--- src/rtl/d_cache_nway_if.sv ---
// Processor data port and 128-bit line-memory port of the N-way data cache.
// The slave modport is the cache's view; master is the surrounding environment.
interface d_cache_nway_if;
  logic         proc_read_i;
  logic         proc_write_i;
  logic [29:0]  proc_addr_i;
  logic [31:0]  proc_wdata_i;
  logic [31:0]  proc_rdata_o;
  logic         proc_stall_o;
  logic         mem_read_o;
  logic         mem_write_o;
  logic [27:0]  mem_addr_o;
  logic [127:0] mem_wdata_o;
  logic [127:0] mem_rdata_i;
  logic         mem_ready_i;

  modport slave (
    input  proc_read_i, proc_write_i, proc_addr_i, proc_wdata_i,
    output proc_rdata_o, proc_stall_o,
    output mem_read_o, mem_write_o, mem_addr_o, mem_wdata_o,
    input  mem_rdata_i, mem_ready_i
  );

  modport master (
    output proc_read_i, proc_write_i, proc_addr_i, proc_wdata_i,
    input  proc_rdata_o, proc_stall_o,
    input  mem_read_o, mem_write_o, mem_addr_o, mem_wdata_o,
    output mem_rdata_i, mem_ready_i
  );
endinterface

--- src/rtl/d_cache_nway.sv ---
// N-way set-associative write-back, write-allocate data cache with true-LRU
// replacement and saturating hit/miss counters.
module d_cache_nway #(
   parameter int WAYS = 2,
   parameter int SETS = 4
) (
   input  logic          clk,
   input  logic          proc_reset_n_i,
   d_cache_nway_if.slave bus,
   output logic [31:0]   hit_cnt_o,
   output logic [31:0]   miss_cnt_o
);
   localparam int IDX_W = $clog2(SETS);
   localparam int TAG_W = 28 - IDX_W;
   localparam int WAY_W = (WAYS > 1) ? $clog2(WAYS) : 1;

   typedef logic [WAY_W-1:0] way_t;
   typedef enum logic [1:0] {IDLE, WRITEBACK, ALLOCATE, READY} state_t;

   state_t           state_q, state_d;
   logic             valid_q [SETS][WAYS];
   logic             dirty_q [SETS][WAYS];
   way_t             age_q   [SETS][WAYS];
   logic [TAG_W-1:0] tag_q   [SETS][WAYS];
   logic [127:0]     data_q  [SETS][WAYS];
   way_t             victim_q, victim_sel, hit_way;
   logic [127:0]     fill_q;
   logic [31:0]      hit_cnt_q, miss_cnt_q;

   logic [IDX_W-1:0] idx;
   logic [TAG_W-1:0] tag;
   logic [1:0]       off;
   logic             access, is_write, hit, hit_idle, miss_idle;

   assign idx       = bus.proc_addr_i[IDX_W+1:2];
   assign tag       = bus.proc_addr_i[29:IDX_W+2];
   assign off       = bus.proc_addr_i[1:0];
   assign access    = bus.proc_read_i | bus.proc_write_i;
   assign is_write  = bus.proc_write_i;
   assign hit_idle  = access & hit & (state_q == IDLE);
   assign miss_idle = access & ~hit & (state_q == IDLE);

   assign bus.proc_stall_o = access & ~(hit & (state_q == IDLE));
   assign bus.proc_rdata_o = data_q[idx][hit_way][{off, 5'b0} +: 32];
   assign hit_cnt_o        = hit_cnt_q;
   assign miss_cnt_o       = miss_cnt_q;

   always_comb begin
      hit     = 1'b0;
      hit_way = '0;
      for (int w = 0; w < WAYS; w++) begin
         if (valid_q[idx][w] && tag_q[idx][w] == tag) begin
            hit     = 1'b1;
            hit_way = way_t'(w);
         end
      end
   end

   // Descending loops leave the lowest matching index; an invalid way beats the LRU way.
   always_comb begin
      victim_sel = '0;
      for (int w = WAYS - 1; w >= 0; w--)
         if (age_q[idx][w] == way_t'(WAYS - 1)) victim_sel = way_t'(w);
      for (int w = WAYS - 1; w >= 0; w--)
         if (!valid_q[idx][w]) victim_sel = way_t'(w);
   end

   always_comb begin
      state_d         = state_q;
      bus.mem_read_o  = 1'b0;
      bus.mem_write_o = 1'b0;
      bus.mem_addr_o  = bus.proc_addr_i[29:2];
      bus.mem_wdata_o = data_q[idx][victim_q];
      case (state_q)
         IDLE: begin
            if (miss_idle)
               state_d = (valid_q[idx][victim_sel] && dirty_q[idx][victim_sel]) ? WRITEBACK : ALLOCATE;
         end
         WRITEBACK: begin
            bus.mem_write_o = 1'b1;
            bus.mem_addr_o  = {tag_q[idx][victim_q], idx};
            if (bus.mem_ready_i) state_d = ALLOCATE;
         end
         ALLOCATE: begin
            bus.mem_read_o = 1'b1;
            if (bus.mem_ready_i) state_d = READY;
         end
         READY:   state_d = IDLE;
         default: state_d = IDLE;
      endcase
   end

   always_ff @(posedge clk or negedge proc_reset_n_i) begin
      if (!proc_reset_n_i) begin
         state_q    <= IDLE;
         victim_q   <= '0;
         fill_q     <= '0;
         hit_cnt_q  <= '0;
         miss_cnt_q <= '0;
      end else begin
         // NOTE: non-blocking assignments keep every register update on the same edge, order-independent.
         state_q <= state_d;
         if (miss_idle) begin
            victim_q <= victim_sel;
            if (miss_cnt_q != '1) miss_cnt_q <= miss_cnt_q + 32'd1;
         end
         if (hit_idle && hit_cnt_q != '1) hit_cnt_q <= hit_cnt_q + 32'd1;
         if (state_q == ALLOCATE && bus.mem_ready_i) fill_q <= bus.mem_rdata_i;
      end
   end

   always_ff @(posedge clk or negedge proc_reset_n_i) begin
      if (!proc_reset_n_i) begin
         for (int s = 0; s < SETS; s++) begin
            for (int w = 0; w < WAYS; w++) begin
               valid_q[s][w] <= 1'b0;
               dirty_q[s][w] <= 1'b0;
               age_q[s][w]   <= way_t'(w);
            end
         end
      end else if (hit_idle) begin
         if (is_write) dirty_q[idx][hit_way] <= 1'b1;
         if (WAYS > 1) begin
            for (int w = 0; w < WAYS; w++) begin
               if (way_t'(w) == hit_way)                  age_q[idx][w] <= '0;
               else if (age_q[idx][w] < age_q[idx][hit_way]) age_q[idx][w] <= age_q[idx][w] + way_t'(1);
            end
         end
      end else if (state_q == READY) begin
         valid_q[idx][victim_q] <= 1'b1;
         dirty_q[idx][victim_q] <= 1'b0;
      end
   end

   // NOTE: tag and data arrays are not reset; the valid bits alone decide whether their contents matter.
   always_ff @(posedge clk) begin
      if (hit_idle && is_write) begin
         data_q[idx][hit_way][{off, 5'b0} +: 32] <= bus.proc_wdata_i;
      end else if (state_q == READY) begin
         data_q[idx][victim_q] <= fill_q;
         tag_q[idx][victim_q]  <= tag;
      end
   end
endmodule
--- src/flat_wrapper.sv ---
// flat-port wrapper written by rule: the top's interface ports become plain ports
module d_cache_nway_flat 
#(
   parameter int WAYS = 2,
   parameter int SETS = 4
)
  (clk, proc_reset_n_i, hit_cnt_o, miss_cnt_o, bus_proc_read_i, bus_proc_write_i, bus_proc_addr_i, bus_proc_wdata_i, bus_proc_rdata_o, bus_proc_stall_o, bus_mem_read_o, bus_mem_write_o, bus_mem_addr_o, bus_mem_wdata_o, bus_mem_rdata_i, bus_mem_ready_i);
  d_cache_nway_if bus_i ();
  input  logic clk;
  input  logic proc_reset_n_i;
  output logic [31:0] hit_cnt_o;
  output logic [31:0] miss_cnt_o;
  input wire logic [$bits(bus_i.proc_read_i)-1:0] bus_proc_read_i;
  input wire logic [$bits(bus_i.proc_write_i)-1:0] bus_proc_write_i;
  input wire logic [$bits(bus_i.proc_addr_i)-1:0] bus_proc_addr_i;
  input wire logic [$bits(bus_i.proc_wdata_i)-1:0] bus_proc_wdata_i;
  output wire logic [$bits(bus_i.proc_rdata_o)-1:0] bus_proc_rdata_o;
  output wire logic [$bits(bus_i.proc_stall_o)-1:0] bus_proc_stall_o;
  output wire logic [$bits(bus_i.mem_read_o)-1:0] bus_mem_read_o;
  output wire logic [$bits(bus_i.mem_write_o)-1:0] bus_mem_write_o;
  output wire logic [$bits(bus_i.mem_addr_o)-1:0] bus_mem_addr_o;
  output wire logic [$bits(bus_i.mem_wdata_o)-1:0] bus_mem_wdata_o;
  input wire logic [$bits(bus_i.mem_rdata_i)-1:0] bus_mem_rdata_i;
  input wire logic [$bits(bus_i.mem_ready_i)-1:0] bus_mem_ready_i;
  assign bus_i.proc_read_i = bus_proc_read_i;
  assign bus_i.proc_write_i = bus_proc_write_i;
  assign bus_i.proc_addr_i = bus_proc_addr_i;
  assign bus_i.proc_wdata_i = bus_proc_wdata_i;
  assign bus_proc_rdata_o = bus_i.proc_rdata_o;
  assign bus_proc_stall_o = bus_i.proc_stall_o;
  assign bus_mem_read_o = bus_i.mem_read_o;
  assign bus_mem_write_o = bus_i.mem_write_o;
  assign bus_mem_addr_o = bus_i.mem_addr_o;
  assign bus_mem_wdata_o = bus_i.mem_wdata_o;
  assign bus_i.mem_rdata_i = bus_mem_rdata_i;
  assign bus_i.mem_ready_i = bus_mem_ready_i;
  d_cache_nway #(.WAYS(WAYS), .SETS(SETS)) u_core (.clk(clk), .proc_reset_n_i(proc_reset_n_i), .bus(bus_i), .hit_cnt_o(hit_cnt_o), .miss_cnt_o(miss_cnt_o));
endmodule
--- config.mk ---
export PLATFORM = sky130hd
export DESIGN_NAME = d_cache_nway_flat
export DESIGN_NICKNAME = d
export VERILOG_FILES = /design/src/rtl/d_cache_nway_if.sv /design/src/rtl/d_cache_nway.sv /design/src/flat_wrapper.sv
export SDC_FILE = /design/constraint.sdc
export NUM_CORES = 2
export LEC_CHECK = 0
export BUFFER_PORTS_ARGS = -buffer_cell sky130_fd_sc_hd__buf_2
export CAP_MARGIN = 20
export CORE_MARGIN = 2
export CORE_UTILIZATION = 60
export DETAILED_ROUTE_END_ITERATION = 8
export PLACE_DENSITY_LB_ADDON = 0.05
export SLEW_MARGIN = 25
export SYNTH_ARGS = -nofsm -noshare
export SYNTH_HDL_FRONTEND = slang
export SYNTH_SLANG_ARGS = --single-unit
--- constraint.sdc ---
create_clock -name clk -period 5.6 [get_ports clk]
set_clock_uncertainty 0.2 [all_clocks]
set_input_delay 0.28 -clock clk [delete_from_list [all_inputs] [get_ports clk]]
set_output_delay 0.28 -clock clk [all_outputs]
set_load 0.02 [all_outputs]
# Word level (Yosys, flattened, before mapping)
# Memories as Yosys holds them, arrays and structs flattened.
# Cells that the tools add are included.
[classes] magnitude_cmp=9 n_eq_ne=11 n_shift=3 add_sub_neg=5 muxes=332 div_mod_pow=0 reduce_logical=15 bitwise=278 mul=0
[ops] cell="$mux 128" count=8
[ops] cell="$mux 256" count=2
[ops] cell="$mux 1" count=280
[ops] cell="$or 1x1->1" count=257
[ops] cell="$demux 128 s1" count=2
[ops] cell="$shift 32x9->128 const A" count=1
[ops] cell="$shiftx 128x8->32" count=1
[ops] cell="$shiftx 32x9->128" count=1
[ops] cell="$mux 26" count=4
[ops] cell="$add 32x1->32 const B" count=2
[ops] cell="$mux 8" count=8
[ops] cell="$ne 32x32->1 const B" count=2
[ops] cell="$eq 26x26->1" count=2
[ops] cell="$mux 52" count=1
[ops] cell="$mux 28" count=1
[ops] cell="$demux 26 s1" count=1
[ops] cell="$mux 2" count=13
[ops] cell="$and 8x8->8" count=3
[ops] cell="$not 8->8" count=3
[ops] cell="$bwmux 8" count=2
[ops] cell="$demux 2 s2" count=4
[ops] cell="$or 8x8->8" count=2
[ops] cell="$bmux 2 s2" count=3
[ops] cell="$logic_and 1x1->1" count=9
[ops] cell="other kinds (21)" count=41
[word_totals] ram_bits=1232 rom_bits=0 register_bits=219 inputBits=195 out_inout_bits=255 latchBits=0 mem_count=2
[memory_table] name="u_core.data_q" words=4 word_bits=256 read_ports=1 rd_clocked_by_memory_dff=0 write_ports=1 line="d_cache_nway.sv:25" rtl="logic [127:0] data_q [SETS][WAYS];"
[memory_table] name="u_core.tag_q" words=4 word_bits=52 read_ports=1 rd_clocked_by_memory_dff=0 write_ports=1 line="d_cache_nway.sv:24" rtl="logic [TAG_W-1:0] tag_q [SETS][WAYS];"

# Longest topological paths before layout
[depth] ltp_word=17 depth_mapped=15

# Least setup slack after synthesis
# OpenSTA, ideal clock, no wires.
[synth_timing] path_kind="input -> register" start="input port bus_proc_addr_i[2]" end="memory u_core.data_q[0][128] in the netlist's numbering, enable pin" stages=12 path_buffers=5 path_slack_ns=0.654 setup_time_ns=0.421 arrival_time_ns=4.325 path_cell_list="buf_6 -> buf_6 -> buf_2 -> buf_2 -> mux4_2 -> xnor2_1 -> nand4_1 -> nor4_1 -> and4_1 -> clkbuf_1 -> a21oi_1 -> nor2_1"
[synth_between] elab_chain_cells=13 word_cells_on_any_way=26 cone_classes="2 x order compare; 2 x eq/ne; 12 x mux; 5 x bitwise; 4 x reduce/logical; 1 x memory"
[synth_lines] element="start: declaration" line="flat_wrapper.sv:15" rtl="input wire logic [$bits(bus_i.proc_addr_i)-1:0] bus_proc_addr_i;"
[synth_lines] element="branches (longest 13 deep; another with $mem_v2 4x52)"
[synth_lines] element="end: declaration" line="d_cache_nway.sv:25"
# Several ways; the timed one is not identified. The select of a mux whose other input is x is not followed.

# Final worst setup path
[layout_timing] start="memory u_core.tag_q[1][16] in the netlist's numbering" end="output port bus_proc_rdata_o[29]"
[layout_between] elab_chain_cells=9
[layout_lines] element="start: declaration" line="d_cache_nway.sv:24"
[layout_lines] element="$mem_v2 4x52"
[layout_lines] element="$eq 26x26->1" line="d_cache_nway.sv:52" rtl="if (valid_q[idx][w] && tag_q[idx][w] == tag) begin"
[layout_lines] element="$logic_and 1x1->1" line="d_cache_nway.sv:52"
[layout_lines] element="$mux 1" line="d_cache_nway.sv:52"
[layout_lines] element="$not 1->2 (implied by the code)" line="d_cache_nway.sv:44" rtl="assign bus.proc_rdata_o = data_q[idx][hit_way][{off, 5'b0} +: 32];"
[layout_lines] element="$mux 128 (implied by the code) (3 in series)" line="d_cache_nway.sv:44"
[layout_lines] element="$shiftx 128x8->32" line="d_cache_nway.sv:44"
[layout_lines] element="end: declaration" line="flat_wrapper.sv:17" rtl="output wire logic [$bits(bus_i.proc_rdata_o)-1:0] bus_proc_rdata_o;"
# Every way passes these cells. The select of a mux whose other input is x is not followed.

==> impl_metrics.env <==
export IMPL_grtUsageTotal_pct=32.7
export IMPL_maxCapViolCount=0
export IMPL_antenna_found_initial=5
export IMPL_rsz0062_at_grt="false"
export IMPL_criticalPathCategory="reg -> out"
export IMPL_ios=450
export IMPL_outcome="finished, final reports clean"
export IMPL_crit_arrival_ns=4.68
export IMPL_hold_viol=0
export IMPL_synth_enable_flop_cells=1232
export IMPL_start_util_pct=60.5
export IMPL_routabilityCongestion=0.858
export IMPL_syn_area_per_cell_um2=17.0
export IMPL_dp_hpwl_mm=110
export IMPL_power_density_mw_per_mm2=416
export IMPL_synth_ff_type="edfxtp_1"
export IMPL_drt_first_pass_iters=6
export IMPL_fin_area_mm2=0.0726
export IMPL_fmax_ghz=0.194
export IMPL_setup_tns_ns=0
export IMPL_postCtsSetupRepairBufs=0
export IMPL_final_max_slew_viol_count=0
export IMPL_vias=36800
export IMPL_drive_gt1_share_pct=32.5
export IMPL_worst_pin_slew_ns=1.07
export IMPL_use_met1_pct=43.7
export IMPL_post_cts_resized=0
export IMPL_syn_num_nets=3840
export IMPL_drt_initial_drc_count=4030
export IMPL_min_period_over_period_pct=92.2
export IMPL_cp_required_ns=5.12
export IMPL_vias_per_cell=6.38
export IMPL_drt_wl_total_mm=172
export IMPL_synth_seq_cells=1451
export IMPL_post_place_ws_ns=0.455
export IMPL_crit_fanout=35
export IMPL_postCtsHoldBufs=193
export IMPL_clockBufferDepth=3
export IMPL_ys_seq_area_share_pct=68.9
export IMPL_overflow=0
export IMPL_setup_viol=0
export IMPL_p_leak_uw=0.0257
export IMPL_grt_use_met3_pct=5.75
export IMPL_grt_start_max_net_pins=119
export IMPL_ant_nets=0
export IMPL_cp_end_kind="primary output"
export IMPL_clock_sinks=1451
export IMPL_drc=0
export IMPL_fin_ws_ns=0.435
export IMPL_synth_common_cells="edfxtp_1, nand2_1, mux4_2, mux2_2, o21ai_0"
export IMPL_slew_headroom_pct=28.8
export IMPL_core_area_mm2=0.102
export IMPL_synth_area_leader_cell="edfxtp_1"
export IMPL_insertion_delay_ns=0.74
export IMPL_grt_pass1_vias=36600
export IMPL_cts_tree="yes"
export IMPL_grt_first_pass_wirelength_mm=249
export IMPL_use_met2_pct=53.2
export IMPL_async_flop_share_pct=15.1
export IMPL_wl_per_cell_um=29.8
export IMPL_fin_crit_ns=5.16
export IMPL_postSynthCellCount=3632
export IMPL_die_y_um=325
export IMPL_nets=4499
export IMPL_dpl_cell_area_mm2=0.0659
export IMPL_dieArea_mm2=0.105
export IMPL_htreeDepth=4
export IMPL_vdd_drop_max_v=0.000427
export IMPL_area_growth_pct=17.8
export IMPL_cp_start_kind="flop"
export IMPL_io_buffer_count=449
export IMPL_globalRoute_busiestLayer="met2"
export IMPL_synth_area_mm2=0.0617
export IMPL_synth_most_common_cell="edfxtp_1"
export IMPL_chipWidth_um=325
export IMPL_root_buffer="clkbuf_16"
export IMPL_min_path_type="in -> reg"
export IMPL_ys_top_cells_by_area="edfxtp_1, mux4_2, dfrtp_1, mux2_2, nand2_1"
export IMPL_synth_distinct_cells=59
export IMPL_yosysWarnings=0
export IMPL_rows=117
export IMPL_cts_made_buffers=147
export IMPL_yosysTopAreaCellShare_pct=60.0
export IMPL_path_clk_slew_ns=0.06
power by group:
part | internal, uW | leakage [uW] | switching, uW
clock network | 5680 | 0.00232 | 4000
registers | 13400 | 0.0141 | 868
logic | 2240 | 0.00928 | 3990
stage by stage:
| step | utilization (%) | power [uW] | instances | hold WS [ns] |
|---|---|---|---|---|
| finish | 71.3 | 30200 | 5777 | 0.100 |
| global route | 71.3 | 31200 | 5775 | 0.0870 |
| CTS | 71.3 | 30300 | 5774 | 0.0496 |
| detailed placement | 64.7 | 20600 | 5317 | 0.160 |
| global placement | 64.7 | 20400 | 5317 | 0.160 |
| floorplan | - | 17900 | 3632 | -0.216 |
area by class of cell:
class                   instances  area, um2
flip-flops and latches       1451      42500
fillers                      6508      29300
multi-input cells            1932      18500
repair buffers                740       5150
clock buffers                 199       4070
well taps                    1368       1710
clock inverters                65        664
inverters                      19       76.3
diodes                          3       7.51
layer usage:
metal | up-vias | routed length (um)
li1 | 15600 | -
met1 | 19000 | 63800
met2 | 1927 | 84600
met3 | 352 | 14700
met4 | 8 | 8770
met5 | - | 49
final timing paths:
| check | start | slack (ns) | to | cells after the start |
|---|---|---|---|---|
| max in group asynchronous | proc_reset_n_i | 3.16 | u_core.fill_q[65]$_DFFE_PN0P_ | 4 |
| hold reg to reg | u_core.valid_q[7]$_DFFE_PN0P_ | 0.27 | u_core.valid_q[7]$_DFFE_PN0P_ | 1 |
| min in group asynchronous | proc_reset_n_i | 0.50 | u_core.valid_q[7]$_DFFE_PN0P_ | 3 |
| setup / recovery | u_core.tag_q[1][16]$_DFFE_PP_ | 0.44 | bus_proc_rdata_o[29] | 9 |
| hold / removal | bus_mem_rdata_i[79] | 0.10 | u_core.fill_q[79]$_DFFE_PN0P_ | 3 |
| setup reg to reg | u_core.tag_q[1][16]$_DFFE_PP_ | 0.88 | u_core.data_q[2][247]$_DFFE_PP_ | 9 |
layout by cell type, fill, tap and decap left out, types with 51 or more instances in the layout:
master         count
mux4_2           344
edfxtp_1        1232
buf_4             83
dfrtp_1          214
dlygate4sd3_1    193
buf_2            445
xnor2_1           83
clkbuf_16        151
nand2_1          523
mux2_2           276
o21ai_0          266
nor2_1            51
critical path, cell delays in order (launching register included):
cell	delay, ns
edfxtp_1	0.35
mux4_1	0.56
xnor2_1	0.22
nand2_1	0.10
or4_1	0.48
or4_4	0.79
buf_12	0.29
mux4_1	0.55
mux2_2	0.33
buf_2	0.17
sequential cells by signal, indices dropped and copies added, names as in the netlist:
| name | flops |
|---|---|
| u_core.age_q | 8 |
| u_core.data_q | 1024 |
| u_core.dirty_q | 8 |
| u_core.fill_q | 128 |
| u_core.hit_cnt_o | 32 |
| u_core.miss_cnt_o | 32 |
| u_core.state_q | 2 |
| u_core.tag_q | 208 |
| u_core.valid_q | 8 |
| u_core.victim_q | 1 |
cell families after synthesis:
logic type	Yosys count	share of synthesized area, %
adder cells (fa/ha/maj)	13	0.264
AND/OR/NAND/NOR	763	5.21
AO/OA/AOI/OAI	370	3.28
flip-flops	1451	68.9
multiplexers	674	19.1
XOR/XNOR	112	1.59
buffers and inverters	249	1.70
No activity file was read; power rests on OpenSTA's default activity.
